===== config.mk =====
export PLATFORM = sky130hd
export DESIGN_NAME = pwm_decoder
export DESIGN_NICKNAME = d
export VERILOG_FILES = /design/src/rtl/pwm_pkg.sv /design/src/rtl/sync_edge.sv /design/src/rtl/pwm_decoder.sv
export SDC_FILE = /design/constraint.sdc
export NUM_CORES = 1
export LEC_CHECK = 0
export CORE_ASPECT_RATIO = 0.75
export CORE_UTILIZATION = 35
export CTS_CLUSTER_SIZE = 28
export DETAILED_ROUTE_END_ITERATION = 8
export PLACE_DENSITY_LB_ADDON = 0.15
export SYNTH_ARGS = -nofsm -noshare
export SYNTH_HDL_FRONTEND = slang
export SYNTH_HIERARCHICAL = 1
export SYNTH_SLANG_ARGS = --single-unit

===== constraint.sdc =====
create_clock -name clk -period 2.4 [get_ports clk]
set_clock_uncertainty 0.05 [all_clocks]
set_input_delay 0.36 -clock clk [delete_from_list [all_inputs] [get_ports clk]]
set_output_delay 0.36 -clock clk [all_outputs]
set_load 0.05 [all_outputs]

===== src/rtl/pwm_pkg.sv =====
// Shared PWM link definitions: frame geometry and the decoder state set.
// Also imported by the PWM encoder bench.
package pwm_pkg;

    localparam int unsigned PWM_WIDTH  = 10;
    localparam int unsigned PWM_PERIOD = 2 ** PWM_WIDTH;

    typedef enum logic [1:0] {
        IDLE,
        HIGH,
        LOW
    } dec_state_e;

endpackage


===== src/rtl/sync_edge.sv =====
// Multi-stage synchroniser for an asynchronous level, with rising-edge detect
// taken from the synchronised output and its one-cycle-delayed copy.
module sync_edge #(
    parameter int unsigned SYNC_STAGES = 2
) (
    input  logic clk,
    input  logic rst_n,
    input  logic din,
    output logic s,
    output logic rise
);

    logic [SYNC_STAGES-1:0] sync_q;
    logic                   s_d;

    always_ff @(posedge clk or negedge rst_n) begin
        if (!rst_n) begin
            sync_q <= '0;
            s_d    <= 1'b0;
        end else begin
            sync_q <= {sync_q[SYNC_STAGES-2:0], din};
            s_d    <= sync_q[SYNC_STAGES-1];
        end
    end

    assign s    = sync_q[SYNC_STAGES-1];
    assign rise = s & ~s_d;

endmodule


===== src/rtl/pwm_decoder.sv =====
// PWM receiver: measures high time and period of each rise-to-rise frame of
// the synchronised input and publishes the recovered word with a valid strobe.
module pwm_decoder
    import pwm_pkg::*;
#(
    parameter int unsigned WIDTH       = PWM_WIDTH,
    parameter int unsigned SYNC_STAGES = 2
) (
    input  logic             clk,
    input  logic             rst_n,
    input  logic             pwm_in,
    output logic [WIDTH-1:0] data_out,
    output logic             valid,
    output logic             period_err,
    output logic             lost
);

    localparam int unsigned   CW   = WIDTH + 1;
    localparam logic [CW-1:0] FULL = {1'b1, {WIDTH{1'b0}}};
    localparam logic [CW-1:0] ONE  = CW'(1);

    function automatic logic [CW-1:0] sat_inc(input logic [CW-1:0] v);
        return (v == FULL) ? v : v + ONE;
    endfunction

    logic          s;
    logic          rise;
    dec_state_e    state;
    dec_state_e    state_d;
    logic [CW-1:0] hi_cnt;
    logic [CW-1:0] per_cnt;
    logic [CW-1:0] lo_cnt;
    logic          lo_full;
    logic          start;
    logic          pub_rise;
    logic          pub_sat;
    logic          hi_inc;
    logic          per_inc;
    logic          set_lost;

    sync_edge #(
        .SYNC_STAGES(SYNC_STAGES)
    ) u_sync (
        .clk  (clk),
        .rst_n(rst_n),
        .din  (pwm_in),
        .s    (s),
        .rise (rise)
    );

    // lo_cnt is a plain run length of s low, independent of the FSM; it only
    // matters in IDLE and LOW, where it drives the loss-of-signal flag.
    assign lo_full = ~s && (sat_inc(lo_cnt) == FULL);

    always_ff @(posedge clk or negedge rst_n) begin
        if (!rst_n) begin
            state <= IDLE;
        end else begin
            state <= state_d;
        end
    end

    always_comb begin
        state_d = state;
        unique case (state)
            IDLE: begin
                if (rise) begin
                    state_d = HIGH;
                end
            end
            HIGH: begin
                if (!s) begin
                    state_d = LOW;
                end
            end
            LOW: begin
                if (rise) begin
                    state_d = HIGH;
                end else if (lo_full) begin
                    state_d = IDLE;
                end
            end
            default: state_d = IDLE;
        endcase
    end

    always_comb begin
        start    = 1'b0;
        pub_rise = 1'b0;
        pub_sat  = 1'b0;
        hi_inc   = 1'b0;
        per_inc  = 1'b0;
        set_lost = 1'b0;
        unique case (state)
            IDLE: begin
                start    = rise;
                set_lost = lo_full;
            end
            HIGH: begin
                if (s) begin
                    // A constant-high input never produces a rise, so a full
                    // count of high cycles closes the frame as the maximum word.
                    if (hi_cnt == FULL) begin
                        pub_sat = 1'b1;
                    end else begin
                        hi_inc  = 1'b1;
                        per_inc = 1'b1;
                    end
                end else begin
                    per_inc = 1'b1;
                end
            end
            LOW: begin
                if (rise) begin
                    pub_rise = 1'b1;
                    start    = 1'b1;
                end else begin
                    per_inc  = 1'b1;
                    set_lost = lo_full;
                end
            end
            default: ;
        endcase
    end

    always_ff @(posedge clk or negedge rst_n) begin
        if (!rst_n) begin
            hi_cnt  <= '0;
            per_cnt <= '0;
            lo_cnt  <= '0;
        end else begin
            lo_cnt <= s ? '0 : sat_inc(lo_cnt);
            if (start || pub_sat) begin
                hi_cnt  <= ONE;
                per_cnt <= ONE;
            end else begin
                if (hi_inc) begin
                    hi_cnt <= sat_inc(hi_cnt);
                end
                if (per_inc) begin
                    per_cnt <= sat_inc(per_cnt);
                end
            end
        end
    end

    always_ff @(posedge clk or negedge rst_n) begin
        if (!rst_n) begin
            data_out   <= '0;
            valid      <= 1'b0;
            period_err <= 1'b0;
            lost       <= 1'b0;
        end else begin
            valid <= pub_rise | pub_sat;
            if (pub_sat) begin
                data_out   <= '1;
                period_err <= 1'b0;
            end else if (pub_rise) begin
                data_out   <= WIDTH'(hi_cnt - ONE);
                period_err <= (per_cnt != FULL);
            end
            if (start) begin
                lost <= 1'b0;
            end else if (set_lost) begin
                lost <= 1'b1;
            end
        end
    end

endmodule


Yosys cells after proc, flatten, opt, wreduce, memory -nomap -nowiden
Cells that the tools add are included.
- muxes and demuxes: 33
- bitwise gates (word level): 4
- reduce and logical (&&, ||, !) cells: 10
- eq/ne operators: 12
- $add $sub $neg: 4
- operators with widths (kind ; count):
    two-way mux 11 bit ; 8
    == test 11 bit (second input constant) ; 4
    adder 11 x 1 -> 11 bit (second input constant) ; 3
    two-way mux 10 bit ; 2
    two-way mux 1 bit ; 15
    inequality test 11 bit (second input constant) ; 1
    subtractor 10 x 1 -> 10 bit (second input constant) ; 1
    two-way mux 2 bit ; 4
    nonzero test 2 bit ; 4
    inequality test 2 bit (second input constant) ; 3
    case mux 1 bit (2 select lines) ; 3
    case mux 2 bit (3 select lines) ; 1
    AND reduction 2 bit ; 2
    inequality test 3 bit (second input constant) ; 1
    AND reduction 3 bit ; 1
    == test 2 x 1 -> 1 bit (second input constant) ; 1
    == test 2 bit (second input constant) ; 1
    logical NOT 2 bit ; 1
    inequality test 2 x 1 -> 1 bit (second input constant) ; 1
    inverter 1 bit ; 2
    bitwise AND 1 bit ; 1
    logical AND 1 bit ; 1
    logical OR 1 bit ; 1
    bitwise OR 1 bit ; 1
- register bits: 51
- logic and storage cells: 73
- output and inout bits: 13
- input port bits: 3

Longest topological paths before layout
- depth in word-level cells: 8
- gate-level depth with buffers: 9
- gate-level depth less buffers: 8

Modules after synthesis
The synthesis kept the hierarchy.
- modules (own cells, without submodules) (module ; area each (um2) ; instances ; cells an instance ; seq. area each (um2)):
    pwm_decoder ; 2671.3 ; 1 ; 291 ; 1201.2
    sync_edge ; 88.8 ; 1 ; 4 ; 75.1

Least setup slack after synthesis
No wires, ideal clock.
- path kind: flip-flop to flip-flop
- start point: reg lo_cnt[0]
- end point: reg state[1]
- buffers on the path: 0
- required time: 2271 ps
- setup time: 79 ps
- stages on the path, launching flop included: 8
- data arrival time: 1767 ps
- period minus slack after synthesis: 1897 ps
- slack: 503 ps
- cell sequence: dfrtp_1 > ha_1 > nand3_2 > o21a_1 > nor4b_2 > o211ai_2 > nor4_2 > a2bb2oi_1
- cells in the longest elaborated chain, start to end: 6
- elaborated cells on any way between the ends: 7
- those cells by class: 1 x add/sub; 3 x eq/ne; 1 x mux; 2 x reduce/logical
- ends and longest elaborated chain (item ; line ; text):
    start, declared ; pwm_decoder.sv:32 ; logic [CW-1:0] lo_cnt;
    start signal, assigned ; pwm_decoder.sv:132 ; lo_cnt <= s ? '0 : sat_inc(lo_cnt);
    adder 11 x 1 -> 11 bit / == test 11 bit (equally long branches) ; pwm_decoder.sv:23 ; return (v == FULL) ? v : v + ONE;
    two-way mux 11 bit (*) ; - ;
    == test 11 bit (*) ; pwm_decoder.sv:53 ; assign lo_full = ~s && (sat_inc(lo_cnt) == FULL);
    logical AND 1 bit (*) ; pwm_decoder.sv:53 ;
    inequality test 3 bit (no source line) (*) ; - ;
    AND reduction 3 bit (no source line) (*) ; - ;
    end signal, assigned ; pwm_decoder.sv:59 ; state <= state_d;
    end, declared ; pwm_decoder.sv:28 ; dec_state_e state;
Every way passes the cells marked *; elsewhere a longest branch is shown, timed or not.
A chain may end at the register's enable or synchronous reset.

Worst setup path after layout
- start point: reg hi_cnt[0]
- end point: reg per_cnt[9]
- cells in the longest elaborated chain, start to end: 7
- elaborated cells on any way between the ends: 12
- those cells by class: 2 x eq/ne; 7 x mux; 3 x reduce/logical
- ends and longest elaborated chain (item ; line ; text):
    start, declared ; pwm_decoder.sv:30 ; logic [CW-1:0] hi_cnt;
    start signal, assigned ; pwm_decoder.sv:138 ; hi_cnt <= sat_inc(hi_cnt);
    == test 11 bit (*) ; pwm_decoder.sv:103 ; if (hi_cnt == FULL) begin
    two-way mux 1 bit ; pwm_decoder.sv:103 ;
    two-way mux 1 bit ; pwm_decoder.sv:100 ; if (s) begin
    two-way mux 1 bit ; pwm_decoder.sv:94 ; unique case (state)
    logical OR 1 bit ; pwm_decoder.sv:133 ; if (start || pub_sat) begin
    inequality test 2 bit (no source line) / nonzero test 2 bit (equally long branches) ; - ;
    AND reduction 2 bit (no source line) ; - ;
    end signal, assigned ; pwm_decoder.sv:141 ; per_cnt <= sat_inc(per_cnt);
    end, declared ; pwm_decoder.sv:31 ; logic [CW-1:0] per_cnt;
Marked as above.

==> impl_metrics.xml <==
<?xml version="1.0" encoding="UTF-8"?>
<metrics>
  <group name="status">
    <metric name="outcome" unit="">complete, no violations</metric>
  </group>
  <group name="worst_hold_path">
    <metric name="hold_path.class" unit="">in2async</metric>
  </group>
  <group name="placed_design">
    <metric name="gp_congestion" unit="">0.817</metric>
    <metric name="placement.setup.worst_slack" unit="ns">0.237</metric>
    <metric name="buffer_ports.inserted" unit="">15</metric>
    <metric name="place.detailed.hpwl" unit="mm">4.20</metric>
  </group>
  <group name="cts">
    <metric name="htree_num_levels" unit="">2</metric>
    <metric name="clkLatencyLatePin" unit="ns">0.30</metric>
    <metric name="root_buffer" unit="">sky130_fd_sc_hd__clkbuf_8</metric>
    <metric name="tritoncts" unit="">done</metric>
    <metric name="ctsHoldBuffers" unit="">0</metric>
    <metric name="postCtsResizedCells" unit="">0</metric>
    <metric name="cts-buffers-inserted" unit="">5</metric>
    <metric name="clock-sinks" unit="">51</metric>
    <metric name="cts_setup_buffers" unit="">0</metric>
    <metric name="cts_clk_pin_slew_worst_paths" unit="ns">0.09</metric>
    <metric name="cts-root-to-sink-buffers" unit="">2</metric>
  </group>
  <group name="pwr">
    <metric name="p_leak" unit="nW">1.36</metric>
    <metric name="power_density" unit="nW/µm²">873</metric>
    <metric name="power.ir.vdd_worst" unit="V">0.000560</metric>
  </group>
  <group name="job">
    <metric name="timing.max_cap.violations" unit="">0</metric>
  </group>
  <group name="global_routing">
    <metric name="groute.usage.overall" unit="%">15.1</metric>
    <metric name="antenna_found_initial" unit="">0</metric>
    <metric name="first_global_vias" unit="">2045</metric>
    <metric name="grt_first_pass_wirelength" unit="mm">9.89</metric>
    <metric name="gr-total-overflow" unit="">0</metric>
    <metric name="pin_count_of_the_biggest_net_entering_global_routing" unit="">29</metric>
  </group>
  <group name="drt">
    <metric name="wirelength" unit="mm">5.74</metric>
    <metric name="vias_per_cell" unit="">5.04</metric>
    <metric name="vias" unit="">2091</metric>
    <metric name="drc" unit="">0</metric>
    <metric name="length_of_the_first_detailed_routing_pass_in_iterations" unit="">4</metric>
    <metric name="final_antenna_net_count" unit="">0</metric>
    <metric name="drt_iter0_drc" unit="">66</metric>
    <metric name="post_drt_wl_per_cell" unit="µm">13.8</metric>
  </group>
  <group name="synthesis">
    <metric name="count_of_flip_flops_with_a_built_in_enable_after_synthesis" unit="">0</metric>
    <metric name="ys.flop_type" unit="">sky130_fd_sc_hd__dfrtp_1</metric>
    <metric name="post_synth.cell_area_avg" unit="µm²">9.36</metric>
    <metric name="synth_warnings" unit="">6</metric>
    <metric name="mappedNetlistNets" unit="">309</metric>
    <metric name="syn-instance-count" unit="">295</metric>
    <metric name="synth.yosys.seq_area_share" unit="%">46.2</metric>
    <metric name="synth.ff_latch_count" unit="">51</metric>
    <metric name="synth.cell_area" unit="µm²">2760</metric>
    <metric name="ys_types" unit="">46</metric>
    <metric name="postSynth.asyncResetShare" unit="%">100</metric>
  </group>
  <group name="worst_setup_path">
    <metric name="worst_ep_arrival_time" unit="ns">2.28</metric>
    <metric name="critical_path_buf_inv_count" unit="">1</metric>
    <metric name="startpoint_type" unit="">flop</metric>
    <metric name="critical_path.cell_chain" unit="">inv_1 -&gt; ha_1 -&gt; and4bb_1 -&gt; a41oi_1 -&gt; o211a_2 -&gt; nand4_1 -&gt; xor2_1 -&gt; nor2_1</metric>
    <metric name="worst-path-max-fanout" unit="">12</metric>
    <metric name="cp_data_required_time" unit="ns">2.54</metric>
    <metric name="slowest_delay" unit="ns">0.46</metric>
    <metric name="critPathCaptureType" unit="">flop</metric>
    <metric name="critical-path-top-delay-family" unit="">compound AO/OA/AOI/OAI gates</metric>
    <metric name="critPathKind" unit="">reg2reg</metric>
    <metric name="timing.critical_path.slowest_stage_cell" unit="">sky130_fd_sc_hd__dfrtp_1</metric>
  </group>
  <group name="floorplanning">
    <metric name="starting_density_of_the_core" unit="%">36.8</metric>
    <metric name="core-area" unit="µm²">7500</metric>
    <metric name="row_count" unit="">27</metric>
    <metric name="design.die.area" unit="µm²">8250</metric>
    <metric name="pin_count" unit="">16</metric>
    <metric name="fp.dieW" unit="µm">105</metric>
    <metric name="die-height" unit="µm">78.9</metric>
  </group>
  <group name="timing">
    <metric name="period_minus_slack" unit="ns">2.14</metric>
    <metric name="timing_max_transition_violations_final" unit="">0</metric>
    <metric name="final_critical_path_setup_slack" unit="ns">0.258</metric>
    <metric name="finalHoldViolCount" unit="">0</metric>
    <metric name="timing.slew.headroom" unit="%">47.1</metric>
    <metric name="fin_worst_hold_slack" unit="ns">0.00780</metric>
    <metric name="setup-violations-final" unit="">0</metric>
    <metric name="setup_repair_after_global_routing_missed_its_margin" unit="">no</metric>
    <metric name="timing.fmax" unit="GHz">0.467</metric>
    <metric name="finalSetupTns" unit="ns">0</metric>
    <metric name="finalCritPeriodShare" unit="%">89.2</metric>
    <metric name="max_slew.worst_pin.slew" unit="ns">0.791</metric>
  </group>
  <group name="final_layout">
    <metric name="layout-drive-gt1-share" unit="%">7.96</metric>
    <metric name="multi_input_comb_area" unit="µm²">1370</metric>
    <metric name="fillerInstances" unit="">748</metric>
    <metric name="finalNetCount" unit="">327</metric>
    <metric name="area_taken_by_flip_flops_and_latches" unit="µm²">1280</metric>
    <metric name="diodes" unit="">0</metric>
    <metric name="area_growth" unit="%">13.5</metric>
  </group>
</metrics>
[path summary, 6_finish.rpt]
check	startpoint	endpoint	slack, ns	depth (start not counted)
max in group asynchronous	rst_n	hi_cnt[5]	1.73	2
min in group clk	u_sync/sync_q[0]	u_sync/sync_q[1]	0.30	0
min	rst_n	valid	0.008	1
min reg2reg	u_sync/sync_q[0]	u_sync/sync_q[1]	0.30	0
max	hi_cnt[0]	per_cnt[9]	0.26	8
max reg2reg	hi_cnt[0]	per_cnt[9]	0.26	8
[where the power goes]
group	internal [mW]	switching, mW
sequential	1.01	0.116
combinational	0.399	0.736
clock	0.205	0.272
total	1.61	1.12
[logic make-up (layout without fill, tap and decap cells)]
| family | after synthesis | in the layout | synth area share [%] |
|---|---|---|---|
| and+or+nand+nor | 132 | 132 | 24.6 |
| DFF | 51 | 51 | 46.2 |
| AOI/OAI and AO/OA | 43 | 43 | 10.2 |
| buffers and inverters | 27 | 46 | 4.13 |
| xor gates and xnor gates | 30 | 30 | 9.52 |
| adders and majority gates | 11 | 11 | 4.99 |
| muxes | 1 | 1 | 0.408 |
[routing by layer]
| metal | GRT usage, % | vias to the layer above | wire length [µm] |
|---|---|---|---|
| met1 | 22.3 | 995 | 3160 |
| met3 | 2.96 | 7 | 206 |
| met4 | 4.43 | 0 | 60 |
| met5 | 0 | - | 0 |
| li1 | - | 1048 | - |
| met2 | 22.1 | 41 | 2320 |
[cell type report]
cell class,count,area share (%)
multi-input cells,217,43.7
inverters,14,1.68
clock buffers,7,2.44
clock inverters,1,0.160
flip-flops and latches,51,40.8
well taps,101,4.04
repair buffers,24,7.19
[state kept, by name, summed over array words and instances (netlist names)]
signal         cells
data_out          10
hi_cnt            11
lo_cnt            11
lost               1
per_cnt           11
period_err         1
state              2
u_sync/s_d         1
u_sync/sync_q      2
valid              1
[cell usage after synthesis (2+ instances only)]
library cell               number  area, µm²
sky130_fd_sc_hd__o21ai_0        7       35.0
sky130_fd_sc_hd__a31oi_1        2       12.5
sky130_fd_sc_hd__xor2_1        20        175
sky130_fd_sc_hd__dfrtp_1       51       1280
sky130_fd_sc_hd__xnor2_1       10       87.6
sky130_fd_sc_hd__nand4_1       10       62.6
sky130_fd_sc_hd__and4_1         2       17.5
sky130_fd_sc_hd__and3_1         5       31.3
sky130_fd_sc_hd__nor3_1         9       45.0
sky130_fd_sc_hd__o21a_1         3       22.5
sky130_fd_sc_hd__a21oi_1       16       80.1
sky130_fd_sc_hd__nand2b_1       2       12.5
sky130_fd_sc_hd__nor2b_1        5       31.3
sky130_fd_sc_hd__nor2_1        51        191
sky130_fd_sc_hd__inv_1         14       52.6
sky130_fd_sc_hd__clkbuf_1       5       18.8
sky130_fd_sc_hd__or3_1          2       12.5
sky130_fd_sc_hd__nor4_1         4       25.0
sky130_fd_sc_hd__buf_2          7       35.0
sky130_fd_sc_hd__nand3_1       13       65.1
sky130_fd_sc_hd__a41oi_1        2       17.5
sky130_fd_sc_hd__nand2_1       20       75.1
sky130_fd_sc_hd__ha_1          11        138
sky130_fd_sc_hd__nor4b_1        2       17.5
[cell usage in the layout, fill, tap and decap left out, drive strengths merged, types with 2 or more instances in the layout]
cell type | netlist | routed
a21oi | 16 | 16
a31oi | 2 | 2
a41oi | 2 | 2
and3 | 5 | 5
and4 | 2 | 2
buf | 8 | 10
clkbuf | 5 | 7
clkdlybuf4s50 | 0 | 14
dfrtp | 51 | 51
ha | 11 | 11
inv | 14 | 14
nand2 | 20 | 20
nand2b | 2 | 2
nand3 | 14 | 14
nand4 | 10 | 10
nor2 | 51 | 51
nor2b | 6 | 6
nor3 | 9 | 9
nor4 | 6 | 6
nor4b | 3 | 3
o211ai | 2 | 2
o21a | 3 | 3
o21ai | 8 | 8
or3 | 2 | 2
xnor2 | 10 | 10
xor2 | 20 | 20
[metrics by stage]
step / cells / util (%) / total power [mW] / area (µm²)
2_1_floorplan: 295 / - / 1.90 / 2760
3_3_place_gp: 407 / 40.7 / 2.28 / 3050
3_5_place_dp: 407 / 40.7 / 2.28 / 3050
4_1_cts: 415 / 41.8 / 2.77 / 3130
5_1_grt: 415 / 41.8 / 2.91 / 3130
6_report: 415 / 41.8 / 2.73 / 3130
Power figures use the tool's default switching activity.
